File: src/rtl/seg7_pkg.sv
// Shared 7-segment definitions: segment bit positions, hex glyph table and
// decoder FSM states. The glyph table is the same one the display encoder uses.
package seg7_pkg;

   localparam int A_BIT = 6;
   localparam int B_BIT = 5;
   localparam int C_BIT = 4;
   localparam int D_BIT = 3;
   localparam int E_BIT = 2;
   localparam int F_BIT = 1;
   localparam int G_BIT = 0;

   localparam logic [6:0] BLANK = 7'b0000000;

   // abcdefg glyphs indexed by nibble value
   localparam logic [6:0] HEX_SEG [16] = '{
      7'b1111110, 7'b0110000, 7'b1101101, 7'b1111001,
      7'b0110011, 7'b1011011, 7'b1011111, 7'b1110000,
      7'b1111111, 7'b1111011, 7'b1110111, 7'b0011111,
      7'b1001110, 7'b0111101, 7'b1001111, 7'b1000111
   };

   typedef enum logic [1:0] {SETTLE, HOLD, WAIT} state_t;

endpackage

File: src/rtl/seg7_pattern_lookup.sv
// Combinational reverse lookup of a segment pattern into a hex nibble.
// Patterns outside the glyph table flag o_err with o_nibble forced to 0.
module seg7_pattern_lookup
   import seg7_pkg::*;
(
   input  logic [6:0] i_seg,
   output logic       o_err,
   output logic [3:0] o_nibble
);

   always_comb begin
      o_err    = 1'b1;
      o_nibble = 4'd0;
      for (int i = 0; i < 16; i++) begin
         if (i_seg == HEX_SEG[i]) begin
            o_err    = 1'b0;
            o_nibble = 4'(i);
         end
      end
   end

endmodule

File: src/rtl/seg7_decoder.sv
// Recovers hex digits from a multiplexed 7-segment bus: synchronize, debounce,
// decode once per stable pattern, and hand records out over valid/ready.
module seg7_decoder
   import seg7_pkg::*;
#(
   parameter int NUM_DIGITS    = 4,
   parameter int STABLE_CYCLES = 4,
   parameter int ERR_CNT_W     = 8,
   localparam int DIG_W        = (NUM_DIGITS > 1) ? $clog2(NUM_DIGITS) : 1
) (
   input  logic                  clk,
   input  logic                  rst,
   input  logic [6:0]            seg_in,
   input  logic [NUM_DIGITS-1:0] dig_sel,
   output logic                  out_valid,
   input  logic                  out_ready,
   output logic [3:0]            out_nibble,
   output logic [DIG_W-1:0]      out_digit,
   output logic                  out_err,
   output logic [ERR_CNT_W-1:0]  err_cnt
);

   localparam int IN_W  = NUM_DIGITS + 7;
   localparam int CNT_W = $clog2(STABLE_CYCLES + 1);
   localparam logic [CNT_W-1:0] CNT_MAX  = CNT_W'(STABLE_CYCLES);
   localparam logic [CNT_W-1:0] CNT_TRIG = CNT_W'(STABLE_CYCLES - 1);

   logic [IN_W-1:0]       r_s1, r_s2, r_cand;
   logic [CNT_W-1:0]      r_cnt;
   state_t                r_state, w_state_nxt;

   logic                  r_out_valid, r_out_err;
   logic [3:0]            r_out_nibble;
   logic [DIG_W-1:0]      r_out_digit;
   logic                  r_pend_err;
   logic [3:0]            r_pend_nibble;
   logic [DIG_W-1:0]      r_pend_digit;
   logic [ERR_CNT_W-1:0]  r_err_cnt;

   logic [NUM_DIGITS-1:0] w_cand_sel;
   logic [6:0]            w_cand_seg;
   logic                  w_onehot, w_drop, w_stable_edge, w_slot_free;
   logic                  w_lk_err;
   logic [3:0]            w_lk_nibble;
   logic [DIG_W-1:0]      w_idx;
   logic                  w_load_new, w_load_pend, w_move_pend, w_rec_err;

   always_ff @(posedge clk or posedge rst) begin
      if (rst) begin
         r_s1   <= '0;
         r_s2   <= '0;
         r_cand <= '0;
         r_cnt  <= '0;
      end else begin
         r_s1 <= {dig_sel, seg_in};
         r_s2 <= r_s1;
         if (r_s2 != r_cand) begin
            r_cand <= r_s2;
            r_cnt  <= CNT_W'(1);
         end else if (r_cnt != CNT_MAX) begin
            r_cnt <= r_cnt + CNT_W'(1);
         end
      end
   end

   assign w_cand_sel    = r_cand[IN_W-1:7];
   assign w_cand_seg    = r_cand[6:0];
   assign w_onehot      = (w_cand_sel != '0) &&
                          ((w_cand_sel & (w_cand_sel - NUM_DIGITS'(1))) == '0);
   assign w_drop        = !w_onehot || (w_cand_seg == BLANK);
   // Fires on the edge where the debounce count reaches STABLE_CYCLES
   assign w_stable_edge = (r_s2 == r_cand) && (r_cnt == CNT_TRIG);
   assign w_slot_free   = !r_out_valid || out_ready;

   seg7_pattern_lookup u_lookup (
      .i_seg    (w_cand_seg),
      .o_err    (w_lk_err),
      .o_nibble (w_lk_nibble)
   );

   always_comb begin
      w_idx = '0;
      for (int i = 0; i < NUM_DIGITS; i++) begin
         if (w_cand_sel[i]) w_idx = DIG_W'(i);
      end
   end

   always_ff @(posedge clk or posedge rst) begin
      if (rst) r_state <= SETTLE;
      else     r_state <= w_state_nxt;
   end

   always_comb begin
      w_state_nxt = r_state;
      w_load_new  = 1'b0;
      w_load_pend = 1'b0;
      w_move_pend = 1'b0;
      case (r_state)
         SETTLE: begin
            if (w_stable_edge) begin
               w_state_nxt = HOLD;
               if (!w_drop) begin
                  if (w_slot_free) begin
                     w_load_new = 1'b1;
                  end else begin
                     w_load_pend = 1'b1;
                     w_state_nxt = WAIT;
                  end
               end
            end
         end
         HOLD: begin
            if (r_s2 != r_cand) w_state_nxt = SETTLE;
         end
         WAIT: begin
            if (w_slot_free) begin
               w_move_pend = 1'b1;
               w_state_nxt = HOLD;
            end
         end
         default: w_state_nxt = SETTLE;
      endcase
   end

   assign w_rec_err = w_load_new ? w_lk_err : (w_move_pend && r_pend_err);

   always_ff @(posedge clk or posedge rst) begin
      if (rst) begin
         r_out_valid   <= 1'b0;
         r_out_err     <= 1'b0;
         r_out_nibble  <= '0;
         r_out_digit   <= '0;
         r_pend_err    <= 1'b0;
         r_pend_nibble <= '0;
         r_pend_digit  <= '0;
         r_err_cnt     <= '0;
      end else begin
         if (w_load_new) begin
            r_out_valid  <= 1'b1;
            r_out_err    <= w_lk_err;
            r_out_nibble <= w_lk_nibble;
            r_out_digit  <= w_idx;
         end else if (w_move_pend) begin
            r_out_valid  <= 1'b1;
            r_out_err    <= r_pend_err;
            r_out_nibble <= r_pend_nibble;
            r_out_digit  <= r_pend_digit;
         end else if (r_out_valid && out_ready) begin
            r_out_valid <= 1'b0;
         end
         if (w_load_pend) begin
            r_pend_err    <= w_lk_err;
            r_pend_nibble <= w_lk_nibble;
            r_pend_digit  <= w_idx;
         end
         if ((w_load_new || w_move_pend) && w_rec_err && !(&r_err_cnt))
            r_err_cnt <= r_err_cnt + ERR_CNT_W'(1);
      end
   end

   assign out_valid  = r_out_valid;
   assign out_err    = r_out_err;
   assign out_nibble = r_out_nibble;
   assign out_digit  = r_out_digit;
   assign err_cnt    = r_err_cnt;

endmodule

File: config.mk
export PLATFORM = sky130hd
export DESIGN_NAME = seg7_decoder
export DESIGN_NICKNAME = d
export VERILOG_FILES = /design/src/rtl/seg7_pkg.sv /design/src/rtl/seg7_pattern_lookup.sv /design/src/rtl/seg7_decoder.sv
export SDC_FILE = /design/constraint.sdc
export NUM_CORES = 1
export LEC_CHECK = 0
export ABC_AREA = 1
export CELL_PAD_IN_SITES_DETAIL_PLACEMENT = 1
export CELL_PAD_IN_SITES_GLOBAL_PLACEMENT = 2
export CORE_MARGIN = 3
export CORE_UTILIZATION = 37
export DETAILED_ROUTE_END_ITERATION = 16
export PLACE_DENSITY = 0.86
export SETUP_SLACK_MARGIN = 0.4
export SLEW_MARGIN = 30
export SYNTH_ARGS = -nofsm -noshare
export SYNTH_HDL_FRONTEND = slang
export SYNTH_HIERARCHICAL = 1
export SYNTH_SLANG_ARGS = --single-unit
File: constraint.sdc
create_clock -name clk -period 5.2 [get_ports clk]
set_clock_uncertainty 0.05 [all_clocks]
set_input_delay 1.04 -clock clk [delete_from_list [all_inputs] [get_ports clk]]
set_output_delay 1.04 -clock clk [all_outputs]
set_load 0.05 [all_outputs]
# == Word-level counts from Yosys, hierarchy flattened ==
# Index checks and enable logic that the tools add are counted.
# classes
add_sub_neg,3
eq_ne,25
muxes,61
n_bitwise,1
reduce_logical,21
# op_table
op,count
"7-bit == test, second input constant",12
4-bit two-way mux,10
1-bit two-way mux,33
2-bit two-way mux,11
"7-bit by 6-bit == test with 1-bit output, second input constant",3
3-bit two-way mux,6
11-bit == test,1
11-bit inequality test,1
"8-bit by 1-bit adder with 8-bit output, second input constant",1
8-bit AND reduction,1
"7-bit by 5-bit == test with 1-bit output, second input constant",1
7-bit zero test,1
1-bit logical AND,6
"2-bit inequality test, second input constant",3
2-bit one-hot mux with 3 select lines,1
4-bit bitwise AND,1
4-bit zero test,1
2-bit nonzero test,2
4-bit nonzero test,1
"4-bit by 1-bit subtractor with 4-bit output, second input constant",1
"3-bit by 1-bit adder with 3-bit output, second input constant",1
"3-bit by 2-bit == test with 1-bit output, second input constant",1
1-bit zero test,3
1-bit logical OR,3
6 further kinds,6
# word_totals
regBits,61
in_bits,14
output_inout_bits,16
word_cells,124

# == Depth between registers and ports, before layout ==
# logic_depth
ltp_word,20
depth_mapped,14
mapped_depth_nobuf,14

# == Hierarchy ==
# The synthesis kept the hierarchy.
# by_module_without_submodules
mod,instances,cells_per_inst,area_per_inst_um2,seq_area_each_um2
seg7_decoder,1,264,2612.5,1526.5
seg7_pattern_lookup,1,63,291.5,0.0

# == Worst setup path before layout ==
# OpenSTA, ideal clock, no wires.
# synth_timing
kind,input-to-reg
start,in out_ready
end,"reg r_err_cnt[2], in the netlist err_cnt[2]"
setup_ns,0.120
t_arrival_ns,1.902
t_required_ns,5.030
slack_ns,3.128
path_stages,8
path_buffers,0
cell_sequence,nor2_2 -> inv_1 -> nand2_2 -> inv_1 -> nand2_1 -> nand2_2 -> nand3_1 -> nand2_1
# synth_via
elab_chain_cells,8
elab_cells_between_ends,11
cone_classes,mux (6); reduce/logical (5)
# synth_lines
item,line_no,source
start: declaration,seg7_decoder.sv:16,"input logic out_ready,"
1-bit logical OR *,seg7_decoder.sv:73,assign w_slot_free = !r_out_valid || out_ready;
1-bit two-way mux *,"seg7_decoder.sv:103, seg7_decoder.sv:116",
1-bit two-way mux,seg7_decoder.sv:102,if (!w_drop) begin
1-bit two-way mux,seg7_decoder.sv:100,if (w_stable_edge) begin
1-bit two-way mux,seg7_decoder.sv:98,case (r_state)
1-bit two-way mux or 1-bit logical OR (tied branches),"seg7_decoder.sv:125, seg7_decoder.sv:156",
1-bit logical AND * (2 in a row),seg7_decoder.sv:156,if ((w_load_new || w_move_pend) && w_rec_err && !(&r_err_cnt))
end signal: assignment,seg7_decoder.sv:157,r_err_cnt <= r_err_cnt + ERR_CNT_W'(1);
end: declaration,seg7_decoder.sv:38,logic [ERR_CNT_W-1:0] r_err_cnt;
# Mark *: on every way between the ends. The rest lies on a longest branch, timed or not.
# A chain may end at the register's enable or synchronous reset.

# == Worst setup path after layout ==
# layout_timing
start,"reg r_err_cnt[2], in the netlist err_cnt[2]"
end,out err_cnt[2]
# layout_lines
item,line_no,source
end: declaration,seg7_decoder.sv:20,output logic [ERR_CNT_W-1:0] err_cnt
# No word-level cell between the ends.

==> metrics.cfg <==
[outcome]
outcome=finished clean

[logic_synthesis]
synth_top_area_share_pct=52.6
yosysTopAreaCell=dfrtp_1
synth-seq-area-share_pct=52.6
syn_nets=345
synth_cell_types=30
ys_ff_latch=61
synthCells=327
syn_area_um2=2900
synth-warning-count=6
postSynthAreaPerCell_um2=8.88
synth_area_leaders=dfrtp_1 53%, nand2_1 11%, nand3_1 5.5%

[drt]
viasPerCell=4.70
ant_nets=0
wl_per_cell_um=12.8
vias=2152
drc=0
firstDrtPassIters=4
drtIter0Drc=54
drt_wl_total_um=5860

[final_layout]
synthToLayoutAreaGrowth_pct=19.9
layout_common_cells=86 x nand2_1, 61 x dfrtp_1, 33 x inv_1, 32 x nand3_1, 29 x clkdlybuf4s50_1
drive_gt1_share_pct=16.2
regArea_um2=1530
final_common_cell=nand2_1
fillers=905
multi_input_comb_area_um2=1160
nets=372
n_antenna_cell=0

[run]
drv_cap=0

[global_route]
grtUsageTotal_pct=15.1
grt_pass1_vias=2222
antenna_found_initial=0
grt_max_degree=37
grt_pass1_wl_um=10400
grt_remaining_overflow=0

[timing]
setup_tns_ns=0
max_freq_ghz=0.363
fin_crit_ns=2.75
finalHoldViolCount=0
relSlewSlack_pct=65.9
finalCritPeriodShare_pct=52.9
worst_pin_slew_ns=0.510
slew_viol_final=0
rsz0062_at_grt=no
setup_violations=0

[clocking]
cts_buffers=9
htreeDepth=3
post_cts_resized=0
cts_buffer_depth=2
post_cts_buffers=0
cts_hold_buf=0
worstSkewPairLatency_ns=0.33
cts_sinks=61
cts_root_buf=clkbuf_8
cts_tree=built
clk_pin_slew_ns=0.07

[setup_path]
crit_slowest_cell=clkdlybuf4s50_1
crit_chain=clkdlybuf4s50_1
end_kind=primary output
crit_family=buffers and inverters
crit_required_ns=4.11
worstSetupStartpointType=flip-flop
critPathArrivalTime_ns=1.66
critPathBufInv=1
r2r_start=r_cand[2]
r2r-end=err_cnt[5]
cpPeakStageDelay_ns=0.85
cp_max_fo=7
timing.reg2reg.setup_slack_ns=3.15
crit_type=flip-flop to primary output
reg2regPathDepth=12

[power]
power_mw=1.02
vdd_drop_max_mv=0.186
power_density_nw_per_um2=293
leakage_nw=1.74

[die]
die_w_um=94.6
core_um2=7450
die-area_um2=8950
io_pins=30
die_y_um=94.6
rows=31
start_util_pct=39.0

[hold_path]
hp-class=flip-flop to flip-flop
worstHoldStart=r_s1[8]
min_path_cells=0
min_to=r_s2[8]

[placement]
gp_congestion=0.771
place_hpwl_um=4470
port-buffer-count=29

[final cells by class]
cell class	instances	area share (%)
clock buffers	10	3.95
clock inverters	6	2.48
inverters	40	4.31
multi-input cells	212	33.3
flip-flops and latches	61	43.9
well taps	99	3.56
repair buffers	30	8.56
[how the worst max path moves through the flow]
stage,endpoint,from,cells past startpoint,slack [ns]
floorplan,err_cnt[0],rst,1,2.60
global placement,err_cnt[7],out_ready,9,2.52
detailed placement,err_cnt[5],out_ready,10,2.41
CTS,err_cnt[2],err_cnt[2],1,2.43
global route,err_cnt[2],err_cnt[2],1,2.36
finish,err_cnt[2],err_cnt[2],1,2.45
[cell usage after synthesis (all sizes together)]
cell and number:
nor2 29, ha 4, nor3 9, a21oi 4, buf 3, dfrtp 61
nand4 5, xor2 8, xnor2 4, o211ai 5, nor3b 1, nand2 94
or2 1, inv 40, o21ai 11, nand3 37, clkbuf 11
[report_power, final]
| part | internal [mW] | leakage, nW | switching (mW) |
|---|---|---|---|
| logic | 0.0203 | 0.853 | 0.0317 |
| registers | 0.487 | 0.771 | 0.0121 |
| clock network | 0.282 | 0.112 | 0.187 |
| total | 0.790 | 1.74 | 0.231 |
[sequential cells by signal (all words and copies together) (netlist names)]
signal         cells
r_cand            11
r_s1              11
r_s2              11
err_cnt            8
out_nibble         4
r_pend_nibble      4
r_cnt              3
out_digit          2
r_pend_digit       2
r_state            2
out_err            1
out_valid          1
r_pend_err         1
[kinds of logic after synthesis]
kind of cell               share of synthesized area (%)
and+or+nand+nor                                     29.2
DFF                                                 52.6
buffers and inverters                               7.54
AOI/OAI and AO/OA                                   5.39
xor gates and xnor gates                            3.62
adders and majority gates                           1.72
[per-layer routing]
metal  GRT usage (%)  share of wire (%)
met1            20.9                 49
met2            22.8                 46
met3            3.67                3.7
met4            5.77                1.2
met5               0                  0
[metrics by stage]
step / hold slack (ns) / cells / setup slack [ns] / area [µm²] / utilization [%]
2_1_floorplan: 0.281 / 327 / 2.60 / 2900 / -
3_3_place_gp: 0.282 / 442 / 2.52 / 3260 / 43.7
3_5_place_dp: 0.286 / 442 / 2.41 / 3260 / 43.7
4_1_cts: 0.302 / 458 / 2.43 / 3480 / 46.7
5_1_grt: 0.301 / 458 / 2.36 / 3480 / 46.7
6_report: 0.298 / 458 / 2.45 / 3480 / 46.7
[worst register-to-register path: stages, from the launching register on]
cell	delay, ns
dfrtp_1	0.46
nand2_1	0.16
nor2_1	0.09
nand2_1	0.07
o21ai_1	0.08
nor2_1	0.15
nand2_1	0.09
nor2_2	0.18
inv_1	0.11
nand4_1	0.18
nand3_4	0.15
nand2_1	0.10
nand2_1	0.06
No activity file was read; power rests on OpenSTA's default activity.
